$ cat config.mk
export PLATFORM = sky130hd
export DESIGN_NAME = adc_result_avg
export DESIGN_NICKNAME = d
export VERILOG_FILES = /design/src/rtl/adc_avg_pkg.sv /design/src/rtl/adc_res_fifo.sv /design/src/rtl/adc_result_avg.sv
export SDC_FILE = /design/constraint.sdc
export NUM_CORES = 1
export LEC_CHECK = 0
export BUFFER_PORTS_ARGS = -buffer_cell sky130_fd_sc_hd__clkbuf_2
export CAP_MARGIN = 20
export CORE_MARGIN = 8
export CORE_UTILIZATION = 50
export CTS_CLUSTER_DIAMETER = 60
export DETAILED_ROUTE_END_ITERATION = 10
export PLACE_DENSITY = 0.75
export SLEW_MARGIN = 20
export SYNTH_ARGS = -nofsm -noshare
export SYNTH_HDL_FRONTEND = slang
export SYNTH_SLANG_ARGS = --single-unit
$ cat constraint.sdc
create_clock -name clkin -period 2.9 [get_ports clkin]
set_clock_uncertainty 0.2 [all_clocks]
set_input_delay 0.29 -clock clkin [delete_from_list [all_inputs] [get_ports clkin]]
set_output_delay 0.29 -clock clkin [all_outputs]
set_load 0.05 [all_outputs]
$ cat src/rtl/adc_avg_pkg.sv
// adc_avg_pkg: shared types and constants for the ADC result averager
package adc_avg_pkg;
  typedef enum logic [1:0] {IDLE, ACCUM, PUSH} state_t;
  localparam int DATA_W_DEF = 10;
  localparam int ACC_W = DATA_W_DEF + 3;
  localparam int AVG_LOG2_MAX = 3;
endpackage

$ cat src/rtl/adc_res_fifo.sv
// adc_res_fifo: show-ahead sync FIFO (push/push_data/pop in, head/full/empty/count out); push while full is accepted only alongside a pop
module adc_res_fifo #(
  parameter int W = 10,
  parameter int DEPTH = 4
) (
  input  logic                     clkin,
  input  logic                     rst,
  input  logic                     push,
  input  logic [W-1:0]             push_data,
  input  logic                     pop,
  output logic [W-1:0]             head,
  output logic                     full,
  output logic                     empty,
  output logic [$clog2(DEPTH):0]   count
);
  localparam int PW = $clog2(DEPTH);
  localparam int CW = PW + 1;
  logic [W-1:0] mem [DEPTH];
  logic [PW-1:0] wr_ptr, rd_ptr;
  logic do_push, do_pop;
  assign empty = count == '0;
  assign full = count == CW'(DEPTH);
  assign do_pop = pop & ~empty;
  assign do_push = push & (~full | do_pop);
  assign head = empty ? '0 : mem[rd_ptr];
  always_ff @(posedge clkin or posedge rst)
    if (rst) begin
      wr_ptr <= '0;
      rd_ptr <= '0;
      count <= '0;
    end else begin
      if (do_push) wr_ptr <= wr_ptr + PW'(1);
      if (do_pop) rd_ptr <= rd_ptr + PW'(1);
      count <= count + CW'(do_push) - CW'(do_pop);
    end
  always_ff @(posedge clkin)
    if (do_push) mem[wr_ptr] <= push_data;
endmodule

$ cat src/rtl/adc_result_avg.sv
// adc_result_avg: sync adc_done, average 1/2/4/8 results into a show-ahead FIFO with sticky overflow; ADC_AVG_ROUND_EN selects round-half-up
module adc_result_avg
  import adc_avg_pkg::*;
#(
  parameter int DATA_W = DATA_W_DEF,
  parameter int FIFO_DEPTH = 4,
  parameter int SYNC_STAGES = 2
) (
  input  logic                          clkin,
  input  logic                          rst,
  input  logic                          enable,
  input  logic                          adc_done,
  input  logic [DATA_W-1:0]             result,
  input  logic [1:0]                    avg_sel,
  output logic [DATA_W-1:0]             out_data,
  output logic                          out_valid,
  input  logic                          out_ready,
  output logic [$clog2(FIFO_DEPTH):0]   fifo_count,
  output logic                          overflow,
  input  logic                          clr_ovf
);
  localparam int AW = DATA_W + AVG_LOG2_MAX;
  logic [SYNC_STAGES:0] sync;
  logic take, start, push, pop, full, empty;
  state_t state;
  logic [AW-1:0] acc;
  logic [AVG_LOG2_MAX:0] cnt;
  logic [1:0] n_log2;
  logic [DATA_W-1:0] avg;
  always_ff @(posedge clkin or posedge rst)
    if (rst) begin
      sync <= '0;
      take <= 1'b0;
    end else begin
      sync <= {sync[SYNC_STAGES-1:0], adc_done};
      take <= sync[SYNC_STAGES-1] & ~sync[SYNC_STAGES];
    end
`ifdef ADC_AVG_ROUND_EN
  logic [AW:0] rnd;
  assign rnd = ({1'b0, acc} + (((AW+1)'(1) << n_log2) >> 1)) >> n_log2;
  assign avg = |rnd[AW:DATA_W] ? '1 : rnd[DATA_W-1:0];
`else
  logic [AW-1:0] shifted;
  assign shifted = acc >> n_log2;
  assign avg = shifted[DATA_W-1:0];
`endif
  assign start = enable & take & (state != ACCUM);
  assign push = state == PUSH;
  assign pop = out_valid & out_ready;
  assign out_valid = ~empty;
  always_ff @(posedge clkin or posedge rst)
    if (rst) begin
      state <= IDLE;
      acc <= '0;
      cnt <= '0;
      n_log2 <= '0;
    end else if (start) begin
      n_log2 <= avg_sel;
      acc <= AW'(result);
      cnt <= (AVG_LOG2_MAX+1)'(1);
      state <= avg_sel == 2'd0 ? PUSH : ACCUM;
    end else if (state == PUSH || (state == ACCUM && !enable)) begin
      acc <= '0;
      cnt <= '0;
      state <= IDLE;
    end else if (state == ACCUM && take) begin
      acc <= acc + AW'(result);
      cnt <= cnt + (AVG_LOG2_MAX+1)'(1);
      if ((cnt + (AVG_LOG2_MAX+1)'(1)) == ((AVG_LOG2_MAX+1)'(1) << n_log2)) state <= PUSH;
    end
  always_ff @(posedge clkin or posedge rst)
    if (rst) overflow <= 1'b0;
    else if (push & full & ~pop) overflow <= 1'b1;
    else if (clr_ovf) overflow <= 1'b0;
  adc_res_fifo #(.W(DATA_W), .DEPTH(FIFO_DEPTH)) u_fifo (
    .clkin(clkin),
    .rst(rst),
    .push(push),
    .push_data(avg),
    .pop(pop),
    .head(out_data),
    .full(full),
    .empty(empty),
    .count(fifo_count)
  );
endmodule

==> results of run 1 <==
[through the flow]
stage,std cells,setup slack (ns),utilization (%),hold WS [ns],cell area [um2]
floorplan,298,0.209,-,0.121,3860
global placement,428,0.375,54.3,0.138,4130
detailed placement,428,0.278,54.3,0.141,4130
CTS,447,0.265,57.1,0.00143,4340
global route,447,0.0219,57.1,0.0194,4340
finish,447,0.196,57.1,0.00800,4340
[layer usage]
layer,track usage (%),up-vias,routed length [um]
met5,0,-,0
met4,5.79,0,156
met3,3.84,18,428
met2,24.9,74,3880
met1,18.1,1293,3380
li1,-,1225,-
[cells in the final DEF (no fill, tap or decap), types with 2 or more instances in the layout]
cell type      Yosys  layout
a32oi_1            3       3
or4_1              2       2
edfxtp_1          40      40
o21ai_0           17      17
nor2_1            17      17
or3_1              2       2
ha_1              17      17
inv_1             16      16
o221ai_1           3       3
a21o_1             5       5
fa_1               2       2
nand2b_1           7       7
dfrtp_1           33      33
buf_4              3       6
xnor2_1            7       7
nor3_1             2       2
xor2_1             5       5
a211oi_1           2       2
a31oi_1            2       2
clkbuf_2           0      32
a21oi_1           16      16
clkbuf_1           4       4
and2_1            15      15
mux2_2             2       2
nor4b_1            2       2
o211ai_1           2       2
a221oi_1           2       2
dlygate4sd3_1      0       3
mux4_2            20      20
nand2_1           17      17
nand3_1            5       5
a22oi_1            4       4
clkbuf_8           0       9
[area by class of cell]
class / count / share of cell area [%]
sequential: 73 / 46.7
multi-input combinational: 199 / 39.4
timing repair buffer: 41 / 5.41
clock buffer: 13 / 3.20
tap: 102 / 2.94
inverter: 16 / 1.38
clock inverter: 3 / 1.01
[logic make-up (layout without fill, tap and decap cells)]
group	Yosys count	after routing	synth area share, %
compound gates	69	69	12.3
simple gates	77	77	10.5
mux	22	22	12.3
flops	73	73	52.5
buf+inv	26	73	3.08
fa+ha+maj	19	19	6.55
xor+xnor	12	12	2.72
[worst min-delay path, stage by stage]
cell and delay [ns]:
clkbuf_2 0.09, a22oi_1 0.06, o21ai_0 0.06
[power by group]
group	internal [mW]	total, mW	switching (mW)	leakage (nW)
sequential	1.55	1.87	0.319	0.786
combinational	0.968	2.46	1.50	0.864
clock	0.400	0.766	0.366	0.0916
total	2.92	5.10	2.18	1.74
[registers in the layout (all words and copies together) (netlist names)]
signal,count
overflow,1
cnt,4
u_fifo.count,3
acc,13
u_fifo.mem,40
sync,3
u_fifo.wr_ptr,2
u_fifo.rd_ptr,2
n_log2,2
state,2
take,1
[how the worst min path moves through the flow]
stage / from / to / slack (ns) / cells after the start
CTS: clr_ovf / overflow / 0.001 / 3
global route: clr_ovf / overflow / 0.02 / 3
detailed placement: sync[0] / sync[1] / 0.14 / 0
floorplan: adc_done / sync[0] / 0.12 / 0
finish: result[8] / acc[8] / 0.008 / 3
global placement: sync[0] / sync[1] / 0.14 / 0
==> flow_metrics.env, run 1 <==
export IMPL_run_status="complete, no violations"
export IMPL_multi_input_comb_area_um2=1710
export IMPL_seq_area_frac_synth_pct=52.5
export IMPL_synth_commonest_cells="edfxtp_1 (40), dfrtp_1 (33), mux4_2 (20)"
export IMPL_drtPass1Iterations=5
export IMPL_synth_cell_types=53
export IMPL_via_per_inst=5.84
export IMPL_cts_root_buf="clkbuf_8"
export IMPL_cts_resized=0
export IMPL_arrival_ns=2.77
export IMPL_syn_avg_cell_area_um2=12.9
export IMPL_drive_gt1_share_pct=22.6
export IMPL_ys_warn_count=0
export IMPL_portBuffers=32
export IMPL_ioPinCount=33
export IMPL_rows=32
export IMPL_worstMarginPinSlew_ns=0.713
export IMPL_timing_rr_start="acc[0]"
export IMPL_diodes=0
export IMPL_n_fill_cell=649
export IMPL_cts_buffers=9
export IMPL_crit_family="compound AO/OA/AOI/OAI gates"
export IMPL_cts_sinks=73
export IMPL_min_path_type="in2reg"
export IMPL_crit_buf_inv=1
export IMPL_ir_drop_mv=0.431
export IMPL_synthesis_area_um2=3860
export IMPL_ctsHoldBuffers=3
export IMPL_cts_setup_buffers=0
export IMPL_syn_num_nets=335
export IMPL_clk_path_buf_depth=2
export IMPL_antenna_found_initial=0
export IMPL_drtIter0Drc=163
export IMPL_critical_path_slowest_cell="a211oi_1"
export IMPL_rr_endpoint="acc[12]"
export IMPL_grt_first_pass_wirelength_mm=13.1
export IMPL_wl_mm=7.85
export IMPL_yosysMostFrequentCell="edfxtp_1"
export IMPL_endpoint="acc[12]"
export IMPL_coreArea_um2=7610
export IMPL_fmax_mhz=370
export IMPL_power_mw=5.10
export IMPL_htree_levels=3
export IMPL_cp_num_cells=8
export IMPL_worstPathRequired_ns=2.96
export IMPL_area_growth_pct=12.6
export IMPL_drv_cap=0
export IMPL_wire_per_inst_um=17.6
export IMPL_critPathMaxFanout=4
export IMPL_track_usage_pct=14.9
export IMPL_critPathLaunchType="flip-flop"
export IMPL_power_density_nw_per_um2=1170
export IMPL_synth_seq_cells=73
export IMPL_max_stage_delay_ns=0.44
export IMPL_grt_pass1_vias=2686
export IMPL_report_final_hold_viol_count=0
export IMPL_synth_largest_area_cell="edfxtp_1"
export IMPL_syn_inst=298
export IMPL_ant_nets=0
export IMPL_rsz0062_at_grt="false"
export IMPL_layout_min_cycle_time_ns=2.70
export IMPL_clkTransAtPathRegs_ns=0.07
export IMPL_startpoint="acc[0]"
export IMPL_drc_errors=0
export IMPL_start_util_pct=50.7
export IMPL_seq_area_um2=2030
export IMPL_async_reset_ff_share_pct=45.2
export IMPL_end_kind="flip-flop"
export IMPL_clk_latency_ns=0.34
export IMPL_path_cells="ha_1 > inv_1 > fa_1 > nand2b_1 > a211oi_1 > o211ai_1 > a2111o_1 > o21ai_0"
export IMPL_setup_viol=0
export IMPL_synth_edff_count=40
export IMPL_die_x_um=104
export IMPL_vias=2610
export IMPL_synth_area_leaders="edfxtp_1 (31%), dfrtp_1 (21%), mux4_2 (12%)"
export IMPL_slew_violations=0
export IMPL_yosysTopAreaCellShare_pct=31.1
export IMPL_reg2reg_depth=8
export IMPL_dominantRegCellSynth="edfxtp_1"
export IMPL_leakagePower_nw=1.74
export IMPL_grt_overflow_total=0
export IMPL_cts_tree="yes"
export IMPL_dpl_hpwl_mm=5.62
export IMPL_grt_start_max_net_pins=34
export IMPL_die_h_um=104
export IMPL_slew_headroom_pct=52.5
export IMPL_setup_tns_final_ns=0
export IMPL_dieArea_um2=10800
export IMPL_critical_path_class="reg2reg"
export IMPL_r2r_slack_ns=0.20
export IMPL_finalNetCount=377
export IMPL_place_gp_congestion=0.878
export IMPL_fin_crit_sh_pct=93.2
No activity file was read; power rests on OpenSTA's default activity.
==> inputs of run 2 (changes only) <==
--- a/config.mk
+++ b/config.mk
@@ -6,12 +6,11 @@
 export NUM_CORES = 1
 export LEC_CHECK = 0
 export BUFFER_PORTS_ARGS = -buffer_cell sky130_fd_sc_hd__clkbuf_2
-export CAP_MARGIN = 20
 export CORE_MARGIN = 8
-export CORE_UTILIZATION = 50
+export CORE_UTILIZATION = 43
 export CTS_CLUSTER_DIAMETER = 60
 export DETAILED_ROUTE_END_ITERATION = 10
-export PLACE_DENSITY = 0.75
+export PLACE_DENSITY = 0.72
 export SLEW_MARGIN = 20
 export SYNTH_ARGS = -nofsm -noshare
 export SYNTH_HDL_FRONTEND = slang
==> flow_metrics.env, run 2 (same netlist as run 1, synthesis figures left out) <==
export IMPL_run_status="complete, no violations"
export IMPL_grt_util_met3_pct=3.46
export IMPL_p_int_mw=2.94
export IMPL_wl_mm=7.85
export IMPL_swShare_pct=42.7
export IMPL_grt_busiest_layer="met2"
export IMPL_ioPinCount=33
export IMPL_setup_tns_final_ns=0
export IMPL_grt_overflow_total=0
export IMPL_min_path_type="in2reg"
export IMPL_drive_gt1_share_pct=22.9
export IMPL_clk_latency_ns=0.34
export IMPL_largest_register_ff_count=40
export IMPL_drv_cap=0
export IMPL_dpl_hpwl_mm=5.59
export IMPL_rr_endpoint="acc[12]"
export IMPL_critPathMaxFanout=4
export IMPL_die_h_um=111
export IMPL_slew_violations=0
export IMPL_diodes=0
export IMPL_startpoint="result[1]"
export IMPL_n_fill_cell=756
export IMPL_track_usage_pct=13.4
export IMPL_critPathLaunchType="input port"
export IMPL_met2_usage_pct=22.1
export IMPL_arrival_ns=2.77
export IMPL_cts_sinks=73
export IMPL_cts_buffers=9
export IMPL_finalNetCount=381
export IMPL_die_x_um=111
export IMPL_worstPathRequired_ns=2.96
export IMPL_place_gp_congestion=0.944
export IMPL_leakagePower_nw=1.76
export IMPL_htree_levels=3
export IMPL_power_density_nw_per_um2=1170
export IMPL_r2r_slack_ns=0.24
export IMPL_grt_pass1_vias=2704
export IMPL_antenna_found_initial=0
export IMPL_ctsHoldBuffers=7
export IMPL_rsz0062_at_grt="false"
export IMPL_area_growth_pct=14.2
export IMPL_hold_depth=3
export IMPL_report_final_hold_viol_count=0
export IMPL_mostFrequentLayoutCells="edfxtp_1 (40), dfrtp_1 (33), clkbuf_2 (32)"
export IMPL_worstMarginPinSlew_ns=0.716
export IMPL_layout_min_cycle_time_ns=2.71
export IMPL_wire_per_inst_um=17.2
export IMPL_setup_viol=0
export IMPL_top_register="u_fifo.mem"
export IMPL_fin_crit_sh_pct=93.5
export IMPL_setup_ws_ns=0.188
export IMPL_seqPwrFrac_pct=36.4
export IMPL_start_util_pct=44.2
export IMPL_endpoint="acc[12]"
export IMPL_place_ws_ns=0.310
export IMPL_via_per_inst=5.64
export IMPL_grt_start_max_net_pins=34
export IMPL_drtPass1Iterations=4
export IMPL_critical_path_class="in2reg"
export IMPL_fmax_mhz=369
export IMPL_timing_rr_start="acc[0]"
export IMPL_pwr_share_comb_pct=48.1
export IMPL_reg2reg_depth=8
export IMPL_instances_no_fill=457
export IMPL_largestRegisters="u_fifo.mem (40), acc (13), cnt (4)"
export IMPL_ir_drop_mv=0.377
export IMPL_grtUsageMet1_pct=16.1
export IMPL_clockPowerShare_pct=15.6
export IMPL_clkTransAtPathRegs_ns=0.07
export IMPL_end_kind="flip-flop"
export IMPL_layout_commonest_cell="edfxtp_1"
export IMPL_slew_headroom_pct=52.2
export IMPL_rows=34
export IMPL_portBuffers=32
export IMPL_grt_first_pass_wirelength_mm=13.3
export IMPL_utilization_pct=50.5
export IMPL_cts_root_buf="clkbuf_8"
export IMPL_cts_resized=0
export IMPL_p_switching_mw=2.19
export IMPL_coreArea_um2=8720
export IMPL_drtIter0Drc=155
export IMPL_dieArea_um2=12300
export IMPL_cts_tree="yes"
export IMPL_drc_errors=0
export IMPL_clk_path_buf_depth=2
export IMPL_cts_setup_buffers=0
export IMPL_vias=2577
export IMPL_placedCellCount=434
export IMPL_ant_nets=0
run 2: changes by cell type in the layout (fill, tap and decap cells not counted):
cell,delta
clkinv_1,+1
clkinvlp_4,+1
dlygate4sd3_1,+4
clkbuf_8,+1
clkbuf_1,-3
run 2: worst max-delay path, cell delays in order:
cell	delay (ns)
dlygate4sd3_1	0.54
clkbuf_2	0.13
inv_1	0.06
fa_1	0.42
nand2b_1	0.19
a211oi_1	0.40
o211ai_1	0.25
a2111o_1	0.40
o21ai_0	0.08
run 2: stage by stage:
stage	cell area [um2]	hold slack [ns]	power, mW
4_1_cts	4410	0.00564	5.18
2_1_floorplan	3860	0.121	3.76
3_3_place_gp	4140	0.136	4.28
3_5_place_dp	4140	0.139	4.37
6_report	4410	0.0228	5.13
5_1_grt	4410	0.0232	5.51
run 2: worst min path at each step:
stage | start | to | slack (ns)
CTS | result[9] | acc[9] | 0.006
global route | result[9] | acc[9] | 0.02
global placement | sync[0] | sync[1] | 0.14
detailed placement | sync[0] | sync[1] | 0.14
floorplan | adc_done | sync[0] | 0.12
finish | result[0] | acc[0] | 0.02
run 2: power groups by stage:
| stage | sequential (mW) | combinational (mW) | clock [mW] |
|---|---|---|---|
| floorplan | 1.82 | 1.94 | 0 |
| global placement | 1.86 | 2.42 | 0 |
| detailed placement | 1.89 | 2.48 | 0 |
| CTS | 1.87 | 2.50 | 0.813 |
| global route | 1.92 | 2.72 | 0.865 |
| finish | 1.87 | 2.47 | 0.799 |
run 2: layout make-up:
cell class / instances / area, um2 / area share [%]
Tap cell: 108 / 135 / 3.07
Clock inverter: 5 / 55.1 / 1.25
Clock buffer: 11 / 141 / 3.21
Sequential cell: 73 / 2030 / 46.0
Inverter: 16 / 60.1 / 1.36
Timing Repair Buffer: 45 / 275 / 6.25
Multi-Input combinational cell: 199 / 1710 / 38.9
run 2: metal layers:
metal | vias up | wire length [um]
li1 | 1232 | -
met2 | 66 | 3840
met4 | 0 | 177
met1 | 1261 | 3490
met5 | - | 0
met3 | 18 | 340
==> inputs of run 3 (changes only) <==
--- a/config.mk
+++ b/config.mk
@@ -6,8 +6,10 @@
 export NUM_CORES = 1
 export LEC_CHECK = 0
 export BUFFER_PORTS_ARGS = -buffer_cell sky130_fd_sc_hd__clkbuf_2
+export CORE_ASPECT_RATIO = 1.1
 export CORE_MARGIN = 8
 export CORE_UTILIZATION = 43
+export CTS_BUF_LIST = sky130_fd_sc_hd__clkbuf_4 sky130_fd_sc_hd__clkbuf_8 sky130_fd_sc_hd__clkbuf_16
 export CTS_CLUSTER_DIAMETER = 60
 export DETAILED_ROUTE_END_ITERATION = 10
 export PLACE_DENSITY = 0.72
==> flow_metrics.env, run 3 (same netlist as run 1, synthesis figures left out) <==
export IMPL_place_gp_congestion=0.870
export IMPL_slew_violations=0
export IMPL_max_stage_delay_ns=0.53
export IMPL_end_kind="flip-flop"
export IMPL_fmax_mhz=372
export IMPL_dieArea_um2=12300
export IMPL_power_density_nw_per_um2=1160
export IMPL_cts_buffers=9
export IMPL_critPathLaunchType="input port"
export IMPL_fin_crit_sh_pct=92.7
export IMPL_utilization_pct=50.4
export IMPL_ir_drop_mv=0.468
export IMPL_setup_viol=0
export IMPL_start_util_pct=43.9
export IMPL_grt_overflow_total=0
export IMPL_leakagePower_nw=1.77
export IMPL_placed_area_um2=4150
export IMPL_grt_first_pass_wirelength_mm=13.0
export IMPL_track_usage_pct=13.4
export IMPL_report_final_hold_viol_count=0
export IMPL_wire_per_inst_um=16.6
export IMPL_arrival_ns=2.75
export IMPL_min_path_type="in2reg"
export IMPL_setup_tns_final_ns=0
export IMPL_via_per_inst=5.59
export IMPL_fin_area_um2=4420
export IMPL_worstPathRequired_ns=2.96
export IMPL_die_x_um=106
export IMPL_grt_start_max_net_pins=34
export IMPL_coreArea_um2=8780
export IMPL_cts_sinks=73
export IMPL_drv_cap=0
export IMPL_critPathMaxFanout=4
export IMPL_top_register="u_fifo.mem"
export IMPL_vias=2586
export IMPL_mostFrequentLayoutCells="edfxtp_1 (40), dfrtp_1 (33), clkbuf_2 (32)"
export IMPL_path_cells="dlygate4sd3_1 > clkbuf_2 > ha_1 > inv_1 > fa_1 > nand2b_1 > a211oi_2 > o211ai_1 > a2111o_1 > o21ai_0"
export IMPL_clk_path_buf_depth=2
export IMPL_die_h_um=115
export IMPL_antenna_found_initial=0
export IMPL_critical_path_slowest_cell="dlygate4sd3_1"
export IMPL_largestRegisters="u_fifo.mem (40), acc (13), cnt (4)"
export IMPL_rsz0062_at_grt="false"
export IMPL_portBuffers=32
export IMPL_slew_headroom_pct=48.2
export IMPL_layout_commonest_cell="edfxtp_1"
export IMPL_ant_nets=0
export IMPL_drive_gt1_share_pct=23.8
export IMPL_wl_mm=7.67
export IMPL_grt_pass1_vias=2664
export IMPL_cts_root_buf="clkbuf_8"
export IMPL_htree_levels=3
export IMPL_clkTransAtPathRegs_ns=0.08
export IMPL_cts_tree="yes"
export IMPL_ioPinCount=33
export IMPL_layout_min_cycle_time_ns=2.69
export IMPL_diodes=0
export IMPL_drtIter0Drc=170
export IMPL_rows=36
export IMPL_worstMarginPinSlew_ns=0.777
export IMPL_crit_buf_inv=3
export IMPL_n_fill_cell=775
export IMPL_dpl_hpwl_mm=5.41
export IMPL_area_growth_pct=14.7
export IMPL_run_status="complete, no violations"
export IMPL_drtPass1Iterations=6
export IMPL_clk_latency_ns=0.34
export IMPL_finalNetCount=381
export IMPL_critical_path_class="in2reg"
export IMPL_crit_family="compound AO/OA/AOI/OAI gates"
export IMPL_drc_errors=0
export IMPL_largest_register_ff_count=40
run 3: cell types whose count changed in the layout (fill, tap and decap cells not counted):
| cell | previous run | this run |
|---|---|---|
| clkinv_1 | 1 | 0 |
| clkinvlp_4 | 1 | 0 |
| clkinv_4 | 1 | 4 |
| clkbuf_1 | 1 | 0 |
| a211oi_2 | 0 | 1 |
| a211oi_1 | 2 | 1 |
| clkbuf_8 | 10 | 9 |
| inv_6 | 0 | 1 |
run 3: layer usage:
| metal | up-vias | GRT usage, % | wire [um] | part of all wire [%] |
|---|---|---|---|---|
| li1 | 1229 | - | - | - |
| met1 | 1283 | 16.4 | 3340 | 44 |
| met2 | 63 | 22.0 | 3760 | 49 |
| met3 | 11 | 3.20 | 434 | 5.7 |
| met4 | 0 | 6.01 | 139 | 1.8 |
| met5 | - | 0 | 0 | 0 |
run 3: final timing paths:
kind	start	to	slack, ns	cells after the start
min	result[9]	acc[9]	0.01	3
min in group asynchronous	rst	u_fifo.count[1]	0.37	4
max reg2reg	acc[0]	acc[12]	0.41	8
min reg2reg	sync[0]	sync[1]	0.16	0
max	result[0]	acc[12]	0.21	10
max in group asynchronous	rst	cnt[1]	1.80	4
run 3: metrics by stage:
stage               std cells  power (mW)  hold WS (ns)  setup slack [ns]
global route              463        5.49        0.0365            0.0633
detailed placement        440        4.34         0.141             0.339
finish                    463        5.14        0.0111             0.212
floorplan                 298        3.76         0.121             0.209
CTS                       463        5.17      0.000162             0.136
global placement          440        4.27         0.140             0.397
run 3: repair_timing:
action,4_1_cts,5_1_grt
gates resized for setup,0,1
hold buffers,7,0
setup endpoints to repair,0,1
setup buffers,0,0
hold endpoints to repair,39,0
run 3: cell type report:
class                   instances  area (um2)  area share [%]
clock buffers                   9         124            2.80
clock inverters                 7        78.8            1.78
inverters                      16        60.1            1.36
multi-input cells             199        1720            38.8
flip-flops and latches         73        2030            45.8
well taps                     114         143            3.22
repair buffers                 45         275            6.22
run 3: power by group:
| part | internal [mW] | leakage (nW) | switching, mW | total [mW] |
|---|---|---|---|---|
| Combinational | 0.971 | 0.881 | 1.48 | 2.45 |
| Clock | 0.405 | 0.104 | 0.415 | 0.820 |
| Sequential | 1.55 | 0.786 | 0.317 | 1.87 |
| Total | 2.93 | 1.77 | 2.21 | 5.14 |
run 3: worst register-to-register path, stage by stage (launching register included):
cell and delay, ns:
dfrtp_1 0.38, ha_1 0.21, inv_1 0.07, fa_1 0.37, nand2b_1 0.21, a211oi_2 0.29
o211ai_1 0.21, a2111o_1 0.39, o21ai_0 0.08
